===== config.mk =====
export PLATFORM = sky130hd
export DESIGN_NAME = piradip_cs_decode_driver_flat
export DESIGN_NICKNAME = d
export VERILOG_FILES = /design/src/rtl/piradip_cs_decode_driver_if.sv /design/src/rtl/piradip_cs_decode_driver.sv /design/src/flat_wrapper.sv
export SDC_FILE = /design/constraint.sdc
export NUM_CORES = 1
export LEC_CHECK = 0
export ABC_AREA = 0
export CAP_MARGIN = 5
export CORE_MARGIN = 8
export CORE_UTILIZATION = 50
export DETAILED_ROUTE_END_ITERATION = 12
export PLACE_DENSITY_LB_ADDON = 0.15
export SYNTH_ARGS = -nofsm -noshare
export SYNTH_HDL_FRONTEND = slang
export SYNTH_SLANG_ARGS = --single-unit

===== constraint.sdc =====
create_clock -name aclk -period 1.95 [get_ports aclk]
set_input_delay 0.39 -clock aclk [delete_from_list [all_inputs] [get_ports aclk]]
set_output_delay 0.39 -clock aclk [all_outputs]
set_load 0.01 [all_outputs]

===== src/rtl/piradip_cs_decode_driver_if.sv =====
// Command channel between the SPI master and the '138 chip-select driver.
// The master offers select/release commands; the driver accepts them on
// cmd_valid & cmd_ready at a rising clock edge.
interface piradip_cs_decode_driver_if #(
  parameter int SEL_WIDTH = 3
);
  logic                 cmd_valid;
  logic                 cmd_ready;
  logic [SEL_WIDTH-1:0] cmd_sel;
  logic                 cmd_en;

  modport master (
    output cmd_valid,
    output cmd_sel,
    output cmd_en,
    input  cmd_ready
  );

  modport slave (
    input  cmd_valid,
    input  cmd_sel,
    input  cmd_en,
    output cmd_ready
  );
endinterface


===== src/rtl/piradip_cs_decode_driver.sv =====
// Sequential driver for an external 3-to-8 '138 chip-select decoder.
// Keeps the address stable for SETUP_CYCLES before the enable rises, for
// HOLD_CYCLES after it falls, and enforces a deselect gap before the next
// enable. Enable pins are registered together so decoder outputs never glitch.
// Optional ACTIVE watchdog: define PIRADIP_CS_TIMEOUT_EN.
module piradip_cs_decode_driver #(
  parameter int SEL_WIDTH      = 3,
  parameter int SETUP_CYCLES   = 2,
  parameter int HOLD_CYCLES    = 2,
  parameter int GAP_CYCLES     = 1,
  parameter int TIMEOUT_CYCLES = 65535
) (
  input  logic                       aclk,
  input  logic                       aresetn,
  piradip_cs_decode_driver_if.slave  cmd,
  output logic [SEL_WIDTH-1:0]       dec_addr,
  output logic                       dec_g1,
  output logic                       dec_g2an,
  output logic                       cs_active,
  output logic                       busy,
  output logic                       timeout
);

  localparam int CMAX_SH = (SETUP_CYCLES > HOLD_CYCLES) ? SETUP_CYCLES : HOLD_CYCLES;
  localparam int CMAX    = (CMAX_SH > GAP_CYCLES) ? CMAX_SH : GAP_CYCLES;
  localparam int CW      = $clog2(CMAX + 1);

  typedef enum logic [2:0] {
    IDLE,
    SETUP,
    ACTIVE,
    HOLD,
    GAP
  } state_t;

  state_t               state;
  logic [CW-1:0]        cnt;
  logic                 pend_valid;
  logic [SEL_WIDTH-1:0] pend_sel;
  logic                 accept;

`ifdef PIRADIP_CS_TIMEOUT_EN
  localparam int TW = $clog2(TIMEOUT_CYCLES + 1);
  logic [TW-1:0] tcnt;
`else
  assign timeout = 1'b0;
`endif

  // Ready is decoded straight from the state register.
  always_comb begin
    cmd.cmd_ready = (state == IDLE) || (state == ACTIVE);
    accept        = cmd.cmd_valid && cmd.cmd_ready;
  end

  // Sequencer: address/enable timing, pending reselect and optional watchdog.
  // GAP counts down to zero inclusive, so it lasts GAP_CYCLES+1 cycles; with
  // GAP_CYCLES=0 the state is skipped and the exit happens at the end of HOLD.
  always_ff @(posedge aclk or negedge aresetn) begin
    if (!aresetn) begin
      state      <= IDLE;
      cnt        <= '0;
      pend_valid <= 1'b0;
      pend_sel   <= '0;
      dec_addr   <= '0;
      dec_g1     <= 1'b0;
      dec_g2an   <= 1'b1;
      cs_active  <= 1'b0;
      busy       <= 1'b0;
`ifdef PIRADIP_CS_TIMEOUT_EN
      tcnt       <= '0;
      timeout    <= 1'b0;
`endif
    end else begin
`ifdef PIRADIP_CS_TIMEOUT_EN
      timeout <= 1'b0;
`endif
      case (state)
        IDLE: begin
          if (accept && cmd.cmd_en) begin
            dec_addr <= cmd.cmd_sel;
            cnt      <= CW'(SETUP_CYCLES);
            busy     <= 1'b1;
            state    <= SETUP;
          end
        end

        SETUP: begin
          if (cnt == CW'(1)) begin
            dec_g1    <= 1'b1;
            dec_g2an  <= 1'b0;
            cs_active <= 1'b1;
            busy      <= 1'b0;
            state     <= ACTIVE;
`ifdef PIRADIP_CS_TIMEOUT_EN
            tcnt      <= '0;
`endif
          end else begin
            cnt <= cnt - CW'(1);
          end
        end

        ACTIVE: begin
          if (accept) begin
`ifdef PIRADIP_CS_TIMEOUT_EN
            tcnt <= '0;
`endif
            if (!cmd.cmd_en || (cmd.cmd_sel != dec_addr)) begin
              dec_g1     <= 1'b0;
              dec_g2an   <= 1'b1;
              cs_active  <= 1'b0;
              pend_valid <= cmd.cmd_en;
              pend_sel   <= cmd.cmd_sel;
              cnt        <= CW'(HOLD_CYCLES);
              busy       <= 1'b1;
              state      <= HOLD;
            end
          end
`ifdef PIRADIP_CS_TIMEOUT_EN
          else if (tcnt == TW'(TIMEOUT_CYCLES - 1)) begin
            dec_g1     <= 1'b0;
            dec_g2an   <= 1'b1;
            cs_active  <= 1'b0;
            pend_valid <= 1'b0;
            cnt        <= CW'(HOLD_CYCLES);
            busy       <= 1'b1;
            timeout    <= 1'b1;
            state      <= HOLD;
          end else begin
            tcnt <= tcnt + TW'(1);
          end
`endif
        end

        HOLD: begin
          if (cnt == CW'(1)) begin
            if (GAP_CYCLES == 0) begin
              if (pend_valid) begin
                dec_addr   <= pend_sel;
                pend_valid <= 1'b0;
                cnt        <= CW'(SETUP_CYCLES);
                state      <= SETUP;
              end else begin
                busy  <= 1'b0;
                state <= IDLE;
              end
            end else begin
              cnt   <= CW'(GAP_CYCLES);
              state <= GAP;
            end
          end else begin
            cnt <= cnt - CW'(1);
          end
        end

        GAP: begin
          if (cnt == '0) begin
            if (pend_valid) begin
              dec_addr   <= pend_sel;
              pend_valid <= 1'b0;
              cnt        <= CW'(SETUP_CYCLES);
              state      <= SETUP;
            end else begin
              busy  <= 1'b0;
              state <= IDLE;
            end
          end else begin
            cnt <= cnt - CW'(1);
          end
        end

        default: state <= IDLE;
      endcase
    end
  end

endmodule


===== src/flat_wrapper.sv =====
// flat-port wrapper written by rule: the top's interface ports become plain ports
module piradip_cs_decode_driver_flat 
#(
  parameter int SEL_WIDTH      = 3,
  parameter int SETUP_CYCLES   = 2,
  parameter int HOLD_CYCLES    = 2,
  parameter int GAP_CYCLES     = 1,
  parameter int TIMEOUT_CYCLES = 65535
)
  (aclk, aresetn, dec_addr, dec_g1, dec_g2an, cs_active, busy, timeout, cmd_cmd_valid, cmd_cmd_sel, cmd_cmd_en, cmd_cmd_ready);
  piradip_cs_decode_driver_if #(.SEL_WIDTH(SEL_WIDTH)) cmd_i ();
  input  logic aclk;
  input  logic aresetn;
  output logic [SEL_WIDTH-1:0] dec_addr;
  output logic dec_g1;
  output logic dec_g2an;
  output logic cs_active;
  output logic busy;
  output logic timeout;
  input wire logic [$bits(cmd_i.cmd_valid)-1:0] cmd_cmd_valid;
  input wire logic [$bits(cmd_i.cmd_sel)-1:0] cmd_cmd_sel;
  input wire logic [$bits(cmd_i.cmd_en)-1:0] cmd_cmd_en;
  output wire logic [$bits(cmd_i.cmd_ready)-1:0] cmd_cmd_ready;
  assign cmd_i.cmd_valid = cmd_cmd_valid;
  assign cmd_i.cmd_sel = cmd_cmd_sel;
  assign cmd_i.cmd_en = cmd_cmd_en;
  assign cmd_cmd_ready = cmd_i.cmd_ready;
  piradip_cs_decode_driver #(.SEL_WIDTH(SEL_WIDTH), .SETUP_CYCLES(SETUP_CYCLES), .HOLD_CYCLES(HOLD_CYCLES), .GAP_CYCLES(GAP_CYCLES), .TIMEOUT_CYCLES(TIMEOUT_CYCLES)) u_core (.aclk(aclk), .aresetn(aresetn), .cmd(cmd_i), .dec_addr(dec_addr), .dec_g1(dec_g1), .dec_g2an(dec_g2an), .cs_active(cs_active), .busy(busy), .timeout(timeout));
endmodule

==> qor.csv <==
metric,value,unit
outcome,"finished, final reports clean",
final_area,1150,µm²
die_area,3560,µm²
maxCapViolations,0,
seqPwrFrac,36.1,%
antenna_cells,0,
cp_slowest_stage_delay,0.56,ns
clk_latency,0.28,ns
io_buffers,14,
syn_area,953,µm²
synth_fp_nets,114,
grt_pass1_wl,3410,µm
swShare,38.9,%
hold_ws,0.420,ns
finClkSkew,0.00774,ns
cts.sinks,15,
final_nets,133,
htree_levels,1,
drc_errors,0,
period_needed,1.87,ns
rows,15,
yosys_warnings,0,
routedWlPerCell,13.9,µm
cp_slowest_cell,clkdlybuf4s50_1,
cts-root-buf,clkbuf_4,
power_density,1490,nW/µm²
hp-class,input port to asynchronous set/reset pin,
fin_setup_tns,0,ns
slew_viol_final,0,
globalRouteOverflowTotal,0,
gp_congestion,0.822,
comb_power_share,53.7,%
grt_max_degree,16,
final_hold_viol_count,0,
crit_path_end_kind,primary output,
required,1.56,ns
fillCellCount,173,
cts_made_buffers,3,
grt_util_all_layers,12.3,%
synthFlopType,dfrtp_1,
post_dp_cell_area,1120,µm²
internal-power,1.05,mW
grt_pass1_vias,747,
antenna_found_initial,0,
avgSynthCellArea,9.26,µm²
synthDistinctLibCells,33,
finalPower,1.72,mW
hold_buffers,0,
wl,2020,µm
final_core_util,65.1,%
core,1760,µm²
start_util,54.0,%
vias,759,
p_leak,0.507,nW
dp_hpwl,1610,µm
firstDrtPassIters,4,
path_cells,"nor2_1, clkdlybuf4s50_1",
ir_drop,682,µV
drt_iter0_drc,17,
dieHeight,59.7,µm
io_pins,16,
routed_via_density,5.20,
multi_input_area,498,µm²
max_freq,535,MHz
seq_area,378,µm²
critPathMaxFanout,8,
tritoncts,built,
syn_inst,103,
ys_ff_latch,15,
cts.clk_slew.worst_paths,0.09,ns
post-route-period-util,95.9,%
critPathTopFamily,buffers and inverters,
worstSetupPathType,flip-flop to primary output,
p_sw,0.668,mW
worst-path-buf-inv,1,
die_width,59.7,µm
areaGrowthSynthToFinish,20.5,%
final_antenna_net_count,0,
critPathLaunchType,flip-flop,
synth-seq-area-share,39.5,%
rsz0062_at_grt,no,
synth_edf_count,0,
critical_path_arrival,1.48,ns
cts_buffer_depth,2,
async_flop_share,100,%
drive_gt1_share,19.0,%
clkPwrFrac,10.2,%
finalSetupViolCount,0,
-- stage by stage --
stage	instances	setup slack [ns]
2_1_floorplan	103	0.393
3_3_place_gp	142	0.0000174
3_5_place_dp	142	-0.0365
4_1_cts	146	0.0532
5_1_grt	146	0.0103
6_report	146	0.0791
-- registers in the layout, summed over array words and instances, names as in the netlist --
name / cells
u_core.pend_valid: 1
u_core.pend_sel: 3
u_core.dec_addr: 3
u_core.state: 3
u_core.dec_g1: 1
u_core.dec_g2an: 1
u_core.cnt: 2
u_core.busy: 1
-- worst reg2reg max path, stage by stage, from the launching register on --
cell      delay [ns]
dfrtp_1         0.41
inv_1           0.14
ha_1            0.25
nand3_1         0.09
a21o_2          0.24
o211ai_2        0.10
mux2_4          0.32
-- per-layer routing --
layer / vias to the layer above / GRT usage, % / part of all wire [%]
li1: 380 / - / -
met1: 360 / 15.6 / 47
met2: 13 / 20.0 / 47
met3: 6 / 3.21 / 4.8
met4: 0 / 3.40 / 1.3
met5: - / 0 / 0
-- layout by cell type, fill, tap and decap left out, types with 2 or more instances in the layout --
| cell type | netlist | routed |
|---|---|---|
| a21oi_1 | 4 | 4 |
| a31oi_1 | 5 | 5 |
| and2_1 | 2 | 2 |
| buf_4 | 3 | 8 |
| clkbuf_4 | 0 | 3 |
| clkdlybuf4s50_1 | 0 | 14 |
| dfrtp_1 | 14 | 13 |
| ha_1 | 4 | 4 |
| inv_1 | 4 | 4 |
| mux2_4 | 4 | 4 |
| nand2_1 | 13 | 13 |
| nand2b_1 | 2 | 2 |
| nand3_1 | 2 | 2 |
| nor2_1 | 14 | 14 |
| nor2b_1 | 2 | 2 |
| o21ai_0 | 6 | 6 |
| xnor2_1 | 3 | 3 |
-- Yosys cell counts (all sizes together), types with 2 or more instances --
library cell	number	area share [%]
and2	2	1.3
buf	6	5.9
mux2	5	7.5
o21ai	6	3.1
nor2	14	5.5
ha	4	5.2
a31oi	5	3.3
nand2b	2	1.3
clkbuf	2	0.79
nand2	14	5.8
dfrtp	14	37
a21oi	4	2.1
nor2b	3	2.8
xnor2	3	2.8
nand3	2	1.0
inv	4	1.6
-- kinds of logic (layout without fill, tap and decap cells) --
kind of cell,after synthesis,in the layout,share of synthesized area [%]
compound gates,22,22,15.5
xor+xnor,3,3,2.76
fa+ha+maj,4,4,5.25
flops,15,15,39.5
other cells,1,1,0.393
mux,6,6,8.53
buf+inv,12,30,8.27
simple gates,40,40,19.8
-- power groups by stage --
stage	Clock (mW)	Combinational (mW)	Sequential [mW]
floorplan	0	0.677	0.591
global placement	0	0.909	0.619
detailed placement	0	0.925	0.624
CTS	0.179	0.930	0.617
global route	0.200	1.02	0.644
finish	0.176	0.921	0.620
-- path summary, 6_finish.rpt --
path	endpoint	start	slack, ns	cells after the start
max	cmd_cmd_ready	u_core.state[2]	0.08	2
min	u_core.state[1]	aresetn	0.42	2
max reg2reg	u_core.cnt[1]	u_core.cnt[0]	0.29	6
min reg2reg	u_core.dec_g2an	u_core.dec_g2an	0.50	2
max in group asynchronous	u_core.dec_g2an	aresetn	1.29	2
min in group aclk	u_core.dec_g2an	u_core.dec_g2an	0.50	2
-- what timing repair did --
| action | in CTS | in global routing |
|---|---|---|
| buffers inserted | 0 | 0 |
| setup endpoints to repair | 0 | 1 |
| resized for setup | 0 | 1 |
-- cell type report --
class                      instances  area share, %
timing repair buffer              22           17.4
inverter                           4           1.31
sequential                        15           32.9
tap                               25           2.72
multi-input combinational         76           43.4
clock buffer                       4           2.29
Power figures use the tool's default switching activity.
